## src/rtl/mmio_calc_if.sv

```systemverilog
// Memory-mapped register bus for mmio_calc_unit.
// Requester holds bus_valid until the one-cycle bus_ready pulse.
interface mmio_calc_if #(
  parameter int XLEN  = 32,
  parameter int ABITS = 5
);
  logic             bus_valid;
  logic             bus_we;
  logic [ABITS-1:0] bus_addr;
  logic [XLEN-1:0]  bus_wdata;
  logic [XLEN-1:0]  bus_rdata;
  logic             bus_ready;

  modport master (
    output bus_valid,
    output bus_we,
    output bus_addr,
    output bus_wdata,
    input  bus_rdata,
    input  bus_ready
  );

  modport slave (
    input  bus_valid,
    input  bus_we,
    input  bus_addr,
    input  bus_wdata,
    output bus_rdata,
    output bus_ready
  );
endinterface

```

## src/rtl/mmio_calc_unit.sv

```systemverilog
// MMIO calculator: A/B/OP registers, start via CTRL, result via RESULT.
// Define MMIO_CALC_MUL_EN to make OP=3 a shift-add MUL instead of XOR.
module mmio_calc_unit #(
  parameter int XLEN  = 32,
  parameter int ABITS = 5
) (
  input  logic            clk,
  input  logic            rst,
  mmio_calc_if.slave      bus,
  output logic [XLEN-1:0] io_out_res,
  output logic            io_out_valid,
  output logic            busy
);

  localparam logic [ABITS-1:0] ADDR_A    = ABITS'(8'h00);
  localparam logic [ABITS-1:0] ADDR_B    = ABITS'(8'h04);
  localparam logic [ABITS-1:0] ADDR_OP   = ABITS'(8'h08);
  localparam logic [ABITS-1:0] ADDR_CTRL = ABITS'(8'h0C);
  localparam logic [ABITS-1:0] ADDR_STAT = ABITS'(8'h10);
  localparam logic [ABITS-1:0] ADDR_RES  = ABITS'(8'h14);

  typedef enum logic [1:0] {
    IDLE = 2'd0,
    RUN  = 2'd1,
    DONE = 2'd2
  } state_t;

  state_t state;
  state_t state_nx;

  logic [XLEN-1:0] a_q;
  logic [XLEN-1:0] b_q;
  logic [1:0]      op_q;
  logic [XLEN-1:0] sa;
  logic [XLEN-1:0] sb;
  logic [1:0]      sop;
  logic            overrun;

  logic            acc_go;
  logic            wr_go;
  logic            hit_a;
  logic            hit_b;
  logic            hit_op;
  logic            hit_ctrl;
  logic            hit_stat;
  logic            hit_res;
  logic            cfg_wr;
  logic            cfg_we;
  logic            start;
  logic            ovr_set;
  logic            ovr_clr;
  logic            last;
  logic            run_end;
  logic [XLEN-1:0] res_nx;
  logic [XLEN-1:0] rd_mux;

`ifdef MMIO_CALC_MUL_EN
  localparam int CW = $clog2(XLEN);
  logic [XLEN-1:0] mul_acc;
  logic [XLEN-1:0] mcand;
  logic [XLEN-1:0] mplier;
  logic [CW-1:0]   cnt;
  logic            is_mul;
  logic [XLEN-1:0] mul_nx;
`endif

  // An access is taken on the edge that raises bus_ready.
  assign acc_go   = bus.bus_valid && !bus.bus_ready;
  assign wr_go    = acc_go && bus.bus_we;
  assign hit_a    = bus.bus_addr == ADDR_A;
  assign hit_b    = bus.bus_addr == ADDR_B;
  assign hit_op   = bus.bus_addr == ADDR_OP;
  assign hit_ctrl = bus.bus_addr == ADDR_CTRL;
  assign hit_stat = bus.bus_addr == ADDR_STAT;
  assign hit_res  = bus.bus_addr == ADDR_RES;
  assign cfg_wr   = wr_go && (hit_a || hit_b || hit_op || hit_ctrl);
  assign cfg_we   = cfg_wr && !busy;
  assign ovr_set  = cfg_wr && busy;
  assign ovr_clr  = wr_go && hit_stat && bus.bus_wdata[2];
  assign start    = cfg_we && hit_ctrl && bus.bus_wdata[0];

`ifdef MMIO_CALC_MUL_EN
  assign is_mul = sop == 2'd3;
  assign mul_nx = mul_acc + (mplier[0] ? mcand : '0);
  assign last   = !is_mul || (cnt == CW'(XLEN - 1));
`else
  assign last   = 1'b1;
`endif

  always_comb begin
    res_nx = '0;
    unique case (sop)
      2'd0: res_nx = sa + sb;
      2'd1: res_nx = sa - sb;
      2'd2: res_nx = sa & sb;
`ifdef MMIO_CALC_MUL_EN
      2'd3: res_nx = mul_nx;
`else
      2'd3: res_nx = sa ^ sb;
`endif
      default: res_nx = '0;
    endcase
  end

  always_comb begin
    rd_mux = '0;
    unique case (1'b1)
      hit_a:    rd_mux = a_q;
      hit_b:    rd_mux = b_q;
      hit_op:   rd_mux = {{(XLEN-2){1'b0}}, op_q};
      hit_stat: rd_mux = {{(XLEN-3){1'b0}}, overrun, io_out_valid, busy};
      hit_res:  rd_mux = io_out_res;
      default:  rd_mux = '0;
    endcase
  end

  always_ff @(posedge clk or posedge rst) begin
    if (rst) state <= IDLE;
    else     state <= state_nx;
  end

  always_comb begin
    state_nx = state;
    unique case (state)
      IDLE:    if (start) state_nx = RUN;
      RUN:     if (last) state_nx = DONE;
      DONE:    state_nx = IDLE;
      default: state_nx = IDLE;
    endcase
  end

  always_comb begin
    busy    = state != IDLE;
    run_end = (state == RUN) && last;
  end

  always_ff @(posedge clk or posedge rst) begin
    if (rst) begin
      bus.bus_ready <= 1'b0;
      bus.bus_rdata <= '0;
      a_q           <= '0;
      b_q           <= '0;
      op_q          <= '0;
      sa            <= '0;
      sb            <= '0;
      sop           <= '0;
      overrun       <= 1'b0;
      io_out_res    <= '0;
      io_out_valid  <= 1'b0;
    end else begin
      bus.bus_ready <= acc_go;
      bus.bus_rdata <= acc_go ? rd_mux : '0;
      if (cfg_we && hit_a)  a_q  <= bus.bus_wdata;
      if (cfg_we && hit_b)  b_q  <= bus.bus_wdata;
      if (cfg_we && hit_op) op_q <= bus.bus_wdata[1:0];
      if (start) begin
        sa           <= a_q;
        sb           <= b_q;
        sop          <= op_q;
        io_out_valid <= 1'b0;
      end
      if (run_end) begin
        io_out_res   <= res_nx;
        io_out_valid <= 1'b1;
      end
      // A rejected write on the same edge as the clear keeps the flag.
      if (ovr_set)      overrun <= 1'b1;
      else if (ovr_clr) overrun <= 1'b0;
    end
  end

`ifdef MMIO_CALC_MUL_EN
  always_ff @(posedge clk or posedge rst) begin
    if (rst) begin
      mul_acc <= '0;
      mcand   <= '0;
      mplier  <= '0;
      cnt     <= '0;
    end else if (start) begin
      mul_acc <= '0;
      mcand   <= a_q;
      mplier  <= b_q;
      cnt     <= '0;
    end else if (state == RUN && is_mul) begin
      mul_acc <= mul_nx;
      mcand   <= mcand << 1;
      mplier  <= mplier >> 1;
      cnt     <= cnt + 1'b1;
    end
  end
`endif

endmodule

```

## src/flat_wrapper.sv

```systemverilog
// flat-port wrapper written by rule: the top's interface ports become plain ports
module mmio_calc_unit_flat 
#(
  parameter int XLEN  = 32,
  parameter int ABITS = 5
)
  (clk, rst, io_out_res, io_out_valid, busy, bus_bus_valid, bus_bus_we, bus_bus_addr, bus_bus_wdata, bus_bus_rdata, bus_bus_ready);
  mmio_calc_if #(.XLEN(XLEN), .ABITS(ABITS)) bus_i ();
  input  logic clk;
  input  logic rst;
  output logic [XLEN-1:0] io_out_res;
  output logic io_out_valid;
  output logic busy;
  input wire logic [$bits(bus_i.bus_valid)-1:0] bus_bus_valid;
  input wire logic [$bits(bus_i.bus_we)-1:0] bus_bus_we;
  input wire logic [$bits(bus_i.bus_addr)-1:0] bus_bus_addr;
  input wire logic [$bits(bus_i.bus_wdata)-1:0] bus_bus_wdata;
  output wire logic [$bits(bus_i.bus_rdata)-1:0] bus_bus_rdata;
  output wire logic [$bits(bus_i.bus_ready)-1:0] bus_bus_ready;
  assign bus_i.bus_valid = bus_bus_valid;
  assign bus_i.bus_we = bus_bus_we;
  assign bus_i.bus_addr = bus_bus_addr;
  assign bus_i.bus_wdata = bus_bus_wdata;
  assign bus_bus_rdata = bus_i.bus_rdata;
  assign bus_bus_ready = bus_i.bus_ready;
  mmio_calc_unit #(.XLEN(XLEN), .ABITS(ABITS)) u_core (.clk(clk), .rst(rst), .bus(bus_i), .io_out_res(io_out_res), .io_out_valid(io_out_valid), .busy(busy));
endmodule
```

## config.mk

```make
export PLATFORM = sky130hd
export DESIGN_NAME = mmio_calc_unit_flat
export DESIGN_NICKNAME = d
export VERILOG_FILES = /design/src/rtl/mmio_calc_if.sv /design/src/rtl/mmio_calc_unit.sv /design/src/flat_wrapper.sv
export SDC_FILE = /design/constraint.sdc
export NUM_CORES = 1
export LEC_CHECK = 0
export BUFFER_PORTS_ARGS = -buffer_cell sky130_fd_sc_hd__buf_2
export CELL_PAD_IN_SITES_DETAIL_PLACEMENT = 2
export CELL_PAD_IN_SITES_GLOBAL_PLACEMENT = 2
export CORE_MARGIN = 2
export CORE_UTILIZATION = 41
export CTS_CLUSTER_SIZE = 8
export DETAILED_ROUTE_END_ITERATION = 16
export HOLD_SLACK_MARGIN = 0.06
export PLACE_DENSITY = 0.93
export SLEW_MARGIN = 5
export SYNTH_ARGS = -nofsm -noshare
export SYNTH_HDL_FRONTEND = slang
export SYNTH_SLANG_ARGS = --single-unit
```

## constraint.sdc

```tcl
create_clock -name clk -period 10.41 [get_ports clk]
set_input_delay 1.041 -clock clk [delete_from_list [all_inputs] [get_ports clk]]
set_output_delay 1.041 -clock clk [all_outputs]
set_load 0.005 [all_outputs]
```

# == After elaboration in Yosys (flattened, before gate mapping) ==
# Cells that the tools add are included.
# totals
wordCells,58
latchBits,0
memories,0
romBits,0
register_bits,201
ram_bits,0
input_bits,41
output_inout_bits,67
# op_classes
div,0
n_eq_ne,10
multipliers,0
muxes,9
n_addsub,2
bitwise_logic,2
shift,0
reduce_logical,23
n_lt_le_gt_ge,0
# ops
operator,n
case mux 32 bit (5 select lines),1
case mux 32 bit (4 select lines),1
adder 32 bit,1
AND 32 bit,1
2-to-1 mux 32 bit,1
subtractor 32 bit,1
bitwise XOR 32 bit,1
logical AND 1 bit,12
"== test 5 x 4 -> 1 bit, second input constant",2
"== test 5 bit, second input constant",2
nonzero test 2 bit,3
"== test 5 x 3 -> 1 bit, second input constant",1
logical NOT 5 bit,1
"== test 2 x 1 -> 1 bit, second input constant",2
"== test 2 bit, second input constant",2
logical NOT 2 bit,2
2-to-1 mux 1 bit,4
case mux 2 bit (2 select lines),1
logical OR 1 bit,3
logical NOT 1 bit,2
2-to-1 mux 2 bit,1
"!= test 2 x 1 -> 1 bit, second input constant",1

# == Logic depth before layout (Yosys ltp) ==
# Gate-level depths: netlist of the first run.
# logic_depth
word_depth,10
ltp_mapped,17
depth_no_buf,17

# == Worst setup path before layout of the first run ==
# OpenSTA, ideal clock, no wires.
# synth_timing
kind,reg2reg
start,reg u_core.sb[5]
end,reg u_core.io_out_res[28]
t_arrival_ns,3.485
synth_period_minus_slack_ns,3.621
stages_incl_launch_ff,17
required_ns,10.274
setup_ns,0.136
path_buffers,0
setup_slack_ns,6.789
path_cell_list,dfrtp_1 > nor3_1 > nand3b_1 > or4_4 > nor3_1 > nor2_1 > xnor2_1 > ha_1 > o21ai_0 > a21oi_1 > a41oi_1 > o21ai_0 > a21oi_1 > o21ai_0 > xor2_1 > mux2i_1 > o21ai_0
# synth_between
elab_chain_len,2
elab_cells_between_ends,3
classes_between,2 x add/sub; 1 x mux
# synth_lines
element,line_no,source
"start, declared",mmio_calc_unit.sv:35,logic [XLEN-1:0] sb;
"start signal, assigned",mmio_calc_unit.sv:158,sb <= b_q;
subtractor 32 bit / adder 32 bit (equally long branches),"mmio_calc_unit.sv:94, mmio_calc_unit.sv:93",
case mux 32 bit (4 select lines) *,mmio_calc_unit.sv:92,unique case (sop)
"end signal, assigned",mmio_calc_unit.sv:163,io_out_res <= res_nx;
"end, declared",mmio_calc_unit.sv:10,"output logic [XLEN-1:0] io_out_res,"
# Every way passes the cells marked *; elsewhere a longest branch is shown, timed or not.
# A chain may end at the register's enable or synchronous reset.

# == Final worst setup path of the first run ==
# layout_timing
start,reg u_core.sop[0]
end,reg u_core.io_out_res[25]
# layout_between
elab_chain_len,2
elab_cells_between_ends,5
classes_between,3 x eq/ne; 1 x mux; 1 x reduce/logical
# layout_lines
element,line_no,source
"start, declared",mmio_calc_unit.sv:36,logic [1:0] sop;
"start signal, assigned",mmio_calc_unit.sv:159,sop <= op_q;
== test 2 bit (tied with other cells),mmio_calc_unit.sv:92,
case mux 32 bit (4 select lines) *,mmio_calc_unit.sv:92,
# Marks and branches as above.

==> results of run 1 <==
## power by group
part	switching (mW)	internal, mW	leakage, nW	total [mW]
sequential	0.0421	0.821	2.74	0.863
clock	0.347	0.492	0.365	0.839
combinational	0.111	0.0773	3.40	0.189
## routing by layer
metal | global-route usage, % | part of all wire, % | vias up
met3 | 4.18 | 4.5 | 107
met1 | 34.8 | 41 | 4804
met4 | 10.3 | 3.4 | 0
met2 | 51.7 | 51 | 267
met5 | 0 | 0 | -
li1 | - | - | 4112
## cells in the mapped netlist, types with 2 or more instances
cell	instances
a211o_1	3
a211oi_1	3
a21o_1	11
a21oi_1	84
a22oi_1	2
a31o_2	3
a31oi_1	6
and2_1	4
and3_1	3
buf_1	21
buf_2	3
clkbuf_1	29
dfrtp_1	201
ha_1	64
inv_1	16
mux2_2	73
mux2i_1	56
mux4_2	2
nand2_1	247
nand2b_1	7
nand3_1	7
nand3b_1	2
nand4_1	4
nor2_1	103
nor2b_1	5
nor3_1	7
nor3b_1	2
nor4_1	5
o211ai_1	4
o21a_1	4
o21ai_0	63
o21bai_1	3
o221ai_1	5
o31a_1	2
o31ai_1	7
o41ai_1	3
or3_1	3
or4_4	2
xnor2_1	37
xor2_1	21
## state kept, by name, summed over array words and instances (netlist names), 2 cells and up
register	flops
u_core.a_q	32
u_core.b_q	32
u_core.bus.bus_rdata	32
u_core.io_out_res	32
u_core.op_q	2
u_core.sa	32
u_core.sb	32
u_core.sop	2
u_core.state	2
## worst min-delay path by stage
stage,start,endpoint,depth (start not counted),slack [ns]
after floorplan,u_core.bus.bus_ready$_DFF_PP0_,u_core.bus.bus_ready$_DFF_PP0_,1,0.45
after global placement,u_core.bus.bus_ready$_DFF_PP0_,u_core.bus.bus_ready$_DFF_PP0_,1,0.43
after detailed placement,u_core.bus.bus_ready$_DFF_PP0_,u_core.bus.bus_ready$_DFF_PP0_,1,0.44
after CTS,u_core.bus.bus_ready$_DFF_PP0_,u_core.bus.bus_ready$_DFF_PP0_,1,0.45
after global routing,u_core.bus.bus_ready$_DFF_PP0_,u_core.bus.bus_ready$_DFF_PP0_,1,0.46
final,u_core.bus.bus_ready$_DFF_PP0_,u_core.bus.bus_ready$_DFF_PP0_,1,0.45
## metrics by stage
| stage | setup slack [ns] | std cells | cell area (µm²) |
|---|---|---|---|
| finish | 5.58 | 1584 | 12600 |
| global route | 5.39 | 1584 | 12600 |
| CTS | 5.71 | 1584 | 12600 |
| detailed placement | 5.83 | 1553 | 11900 |
| global placement | 6.22 | 1553 | 11900 |
| floorplan | 3.89 | 1147 | 11000 |
## area by class of cell
cell class	count	area share, %
flip-flops and latches	201	39.8
clock buffers	30	5.85
clock inverters	1	0.0594
repair buffers	118	4.89
inverters	18	0.594
multi-input cells	875	45.4
well taps	341	3.38
## cells by family after synthesis
logic type	share of synthesized area (%)
fa+ha+maj	7.44
flops	45.6
xor+xnor	4.75
mux	12.9
simple gates	15.6
buf+inv	2.45
compound gates	11.2
==> results by group, run 1 <==
Run status
  – Status: finished, final reports clean

Placement
  – # port buffers: around 110
  – Placer Congestion: 0.862
  – Final HPWL DP: 25200 µm

Clocking
  – H-tree levels: 1
  – Longest Clk Path Bufs: 3
  – # resized after CTS: 0
  – CTS Buf Count: 29
  – Post-CTS Hold Buffers: 0
  – Post-CTS setup buffers: 0
  – Clk root buf: clkbuf_16
  – CTS tree: yes
  – CTS sink count: approximately 200
  – Clock slew at reported path FFs: ~0.060 ns
  – Clock latency on the worst-skew pair: roughly 0.55 ns

Setup path
  – WP data required: about 11 ns
  – Reg2Reg Setup Slack: ~5.6 ns
  – CP Depth: 15
  – Worst Path Arrival: between 5 and 6 ns
  – Critical Path, Cell by Cell: buf_4 -> nor2b_1 -> buf_4 -> nor2_1 -> xnor2_1 -> ha_1 -> o21a_1 -> o31a_1 -> o31a_1 -> a211o_1 -> a21oi_1 -> o21ai_0 -> a21oi_1 -> xor2_1 -> a21oi_1
  – Critical Path Start: u_core.sop[0]$_DFFE_PP0P_
  – Setup CP Type: flip-flop to flip-flop
  – Critical Path Sink: u_core.io_out_res[25]$_DFFE_PP0P_
  – Crit path largest cell delay: approximately 0.75 ns
  – R2R Path Start: u_core.sop[0]$_DFFE_PP0P_
  – R2r endpoint: u_core.io_out_res[25]$_DFFE_PP0P_
  – Slowest stage cell, crit path: nor2b_1
  – CP Max Fanout: 37
  – Most used cell, CP: a21oi_1
  – Crit. End Element: flip-flop
  – Startpoint Class: flip-flop
  – Crit path buf inv count: 2
  – Top delay family on crit path: compound AO/OA/AOI/OAI gates
  – R2R depth: 15

Global route
  – Total track usage: around 29%
  – Largest net degree at the start of global routing: 130
  – First-pass GRT wire length: approximately 63000 µm
  – Vias in the first global route: 10845
  – Initial antenna violation count: 0
  – Total congestion overflow: 0

Routing
  – DR vias/cell: ~5.9
  – DRT Pass-1 Iters: 5
  – Avg WL per Cell: roughly 25 µm
  – Post-route ant nets: 0
  – Via count: between 9000 and 10000
  – DRC Markers: 0
  – WL final: approximately 40000 µm
  – DR iter-0 viols: between 500 and 600

Synth
  – #FFs+latches synth: approximately 200
  – Yosys top cell by area: dfrtp_1
  – Syn avg cell area: about 9.6 µm²
  – Post-synth EDFFs: 0
  – Syn_nets: between 1000 and 1500
  – Ranking of synthesized cells by area: dfrtp_1 (46%), nand2_1 (8.4%), mux2_2 (7.5%), ha_1 (7.3%), mux2i_1 (5.1%)
  – Cell count after synthesis: 1147
  – Register area share after synthesis: a little under half
  – Synth cell types: 60
  – Synth Flop Type: dfrtp_1
  – Post-Syn Area: about 0.011 mm²
  – Synth top area share: 45.6%
  – Ys Warns: 0
  – Ys async rst share: 100%

STA
  – Final setup vio count: 0
  – Actual slew at the worst max-slew pin: approximately 1.2 ns
  – Hold Slack: 0.448 ns
  – Crit share post-route: 46.4%
  – Clock skew: 0.0251 ns
  – Max Freq: around 210 MHz
  – RSZ-0062 raised after global routing: no
  – Max Slew Vio Count: 0
  – Crit path time final: approximately 4.8 ns
  – Fin. Hold Viols: 0
  – Relative slew margins: between 10% and 20%
  – Setup TNS: 0 ns

Finish
  – Post-Route Utilization: around 47%
  – Share of cells above drive strength 1: around 19%
  – Most common cell after layout, fill and taps aside: nand2_1
  – Nets@finish: about 1300
  – Multi-input logic area: around 0.0057 mm²
  – Area Growth Syn to Fin: 14.6%
  – Most frequent cells in the layout: nand2_1 (247), dfrtp_1 (201), buf_2 (107), nor2_1 (102), a21oi_1 (84)
  – Diodes inserted: 0
  – Register Area: 0.00503 mm²
  – Fillers: 2788

Floorplan
  – Die Area: roughly 0.028 mm²
  – Starting density of the core: around 41%
  – Core Area: roughly 0.027 mm²
  – Row Count: 60
  – Die width: roughly 170 µm
  – Die Y: between 150 and 200 µm
  – Io pins: roughly 110

Worst hold path
  – Worst hold path class: flip-flop to flip-flop

Power
  – Pleak: ~6.5 nW
  – Max VDD drop: between 0.00009 and 0.0001 V
  – Tot Pwr: between 1.5 and 2 mW
  – PwrDens: 150 mW/mm²

Job
  – Max Cap Viol: 0
(Power assumes the default switching activity.)
==> run 2: changes to the inputs <==
--- a/config.mk
+++ b/config.mk
@@ -9,11 +9,11 @@
 export CELL_PAD_IN_SITES_DETAIL_PLACEMENT = 2
 export CELL_PAD_IN_SITES_GLOBAL_PLACEMENT = 2
 export CORE_MARGIN = 2
-export CORE_UTILIZATION = 41
+export CORE_UTILIZATION = 34
 export CTS_CLUSTER_SIZE = 8
 export DETAILED_ROUTE_END_ITERATION = 16
 export HOLD_SLACK_MARGIN = 0.06
-export PLACE_DENSITY = 0.93
+export PLACE_DENSITY = 0.83
 export SLEW_MARGIN = 5
 export SYNTH_ARGS = -nofsm -noshare
 export SYNTH_HDL_FRONTEND = slang
==> constraint.sdc (replaced) <==
create_clock -name clk -period 4.1 [get_ports clk]
set_input_delay 0.41 -clock clk [delete_from_list [all_inputs] [get_ports clk]]
set_output_delay 0.41 -clock clk [all_outputs]
set_load 0.005 [all_outputs]
==> results by group, run 2 (synthesis gave the netlist of run 1 again) <==
Run status
  – Status: finished, final reports clean

Setup path
  – CP Max Fanout: 5
  – R2R Path Start: u_core.sb[8]$_DFFE_PP0P_
  – Critical Path Start: u_core.sb[8]$_DFFE_PP0P_
  – Startpoint Class: flip-flop
  – WP data required: between 4 and 5 ns
  – Crit. End Element: flip-flop
  – Setup CP Type: flip-flop to flip-flop
  – Worst Path Arrival: roughly 4.4 ns
  – Reg2Reg Setup Slack: about 0.15 ns

Clocking
  – H-tree levels: 1
  – CTS tree: yes
  – CTS Buf Count: 29
  – CTS sink count: around 200
  – Clock slew at reported path FFs: about 0.06 ns
  – Longest Clk Path Bufs: 3
  – Clk root buf: clkbuf_16
  – Clock latency on the worst-skew pair: roughly 0.55 ns

STA
  – Relative slew margins: 48.0%
  – Worst setup margin: approximately 0.15 ns
  – Max Slew Vio Count: 0
  – Final setup vio count: 0
  – Crit path time final: roughly 3.9 ns
  – Max Freq: about 250 MHz
  – RSZ-0062 raised after global routing: yes
  – Fin. Hold Viols: 0
  – Hold Slack: 0.0341 ns
  – Clock skew: ~0.016 ns
  – Crit share post-route: 96.3%
  – Actual slew at the worst max-slew pin: 0.781 ns
  – Setup TNS: 0 ns

Routing
  – DR vias/cell: 5.45
  – DR iter-0 viols: between 300 and 400
  – Met1 WL: roughly 16000 µm
  – Routed wl met3: about 1500 µm
  – Via count: roughly 9000
  – Met2 Wirelength: approximately 19000 µm
  – Max Used Layer: met4
  – Avg WL per Cell: roughly 22 µm
  – Post-route ant nets: 0
  – DRT Pass-1 Iters: 4
  – WL final: roughly 37000 µm
  – DRC Markers: 0

Finish
  – Register Area: slightly above 0.005 mm²
  – Diodes inserted: 0
  – Nets@finish: ~1400
  – Area Growth Syn to Fin: 19.8%
  – Most common cell after layout, fill and taps aside: nand2_1
  – Multi-input logic area: between 0.005 and 0.006 mm²
  – Most frequent cells in the layout: nand2_1 (247), dfrtp_1 (200), buf_2 (107), nor2_1 (101), a21oi_1 (82)
  – Share of cells above drive strength 1: between 20% and 30%
  – Post-route cell area: 0.0132 mm²
  – Fillers: 3393

Power
  – Pleak: slightly below 7 nW
  – Tot Pwr: roughly 4.8 mW
  – Max VDD drop: 0.000271 V
  – PwrDens: ~370 mW/mm²

Placement
  – Placed cell area: ~0.012 mm²
  – Placer Congestion: 0.873
  – Place WS: -0.0511 ns
  – # port buffers: ~110
  – Final HPWL DP: around 25000 µm

Floorplan
  – Io pins: approximately 110
  – Row Count: between 60 and 70
  – Die Y: around 180 µm
  – Core Area: approximately 0.032 mm²
  – Starting density of the core: 34.8%
  – Die width: 184 µm
  – Die Area: between 0.03 and 0.04 mm²

Global route
  – Total congestion overflow: 0
  – Vias in the first global route: between 10000 and 15000
  – Largest net degree at the start of global routing: ~110
  – First-pass GRT wire length: 58700 µm
  – Total track usage: a little over a fifth
  – Initial antenna violation count: 1

Job
  – Max Cap Viol: 0

Worst hold path
  – Worst hold path class: primary input to async pin
==> run 2: changes by cell type in the layout (fill, tap and decap cells not counted), moves of 3 or more <==
cell,previous run,this run
buf_4,11,49
o21ai_0,63,58
buf_12,0,3
clkbuf_1,0,3
o21ai_1,1,4
o41ai_1,3,0
o41ai_2,0,3
==> run 2: per-layer routing <==
metal	up-vias	GRT usage, %
met5	-	0
met4	0	6.34
met3	68	2.75
met2	180	38.7
met1	4747	28.3
li1	4205	-
==> run 2: layout make-up <==
| cell class | instances | share of cell area [%] |
|---|---|---|
| multi-input cells | 875 | 44.4 |
| flip-flops and latches | 201 | 38.1 |
| repair buffers | 160 | 7.38 |
| clock buffers | 32 | 5.58 |
| well taps | 402 | 3.81 |
| inverters | 18 | 0.540 |
| clock inverters | 1 | 0.227 |
==> run 2: where the power goes <==
part | total, mW | internal (mW) | switching [mW]
Sequential | 2.18 | 2.09 | 0.0933
Clock | 2.16 | 1.30 | 0.864
Combinational | 0.495 | 0.217 | 0.277
Total | 4.84 | 3.60 | 1.23
==> run 2: path summary, 6_finish.rpt <==
| path | endpoint | depth (start not counted) |
|---|---|---|
| min in group clk | u_core.a_q[11]$_DFFE_PP0P_ | 2 |
| min | u_core.a_q[6]$_DFFE_PP0P_ | 3 |
| min reg2reg | u_core.bus.bus_ready$_DFF_PP0_ | 1 |
| max reg2reg | u_core.io_out_res[28]$_DFFE_PP0P_ | 14 |
| max in group asynchronous | u_core.b_q[21]$_DFFE_PP0P_ | 3 |
| max | u_core.io_out_res[28]$_DFFE_PP0P_ | 14 |
==> run 2: worst max-delay path, stage by stage (launching register included) <==
cell and delay [ns]:
dfrtp_1 0.38, or3_4 0.42, or4_4 0.57, o41ai_2 0.26, xor2_1 0.11, ha_1 0.38, nand4_1 0.26, nor4_4 0.27
a41oi_1 0.19, o21ai_2 0.17, a21oi_1 0.11, o21ai_0 0.26, xor2_1 0.20, mux2i_1 0.09, o21ai_0 0.18
==> run 2: through the flow <==
stage	utilization, %	instances
5_1_grt	41.6	1689
6_report	41.6	1689
3_3_place_gp	38.5	1644
3_5_place_dp	38.5	1644
2_1_floorplan	-	1147
4_1_cts	41.0	1677
==> run 2: timing repair <==
item,CTS,global route
setup buffers,0,12
hold buffers,0,0
endpoints found under the setup margin,6,14
resized for setup,6,25
pin swaps,1,9
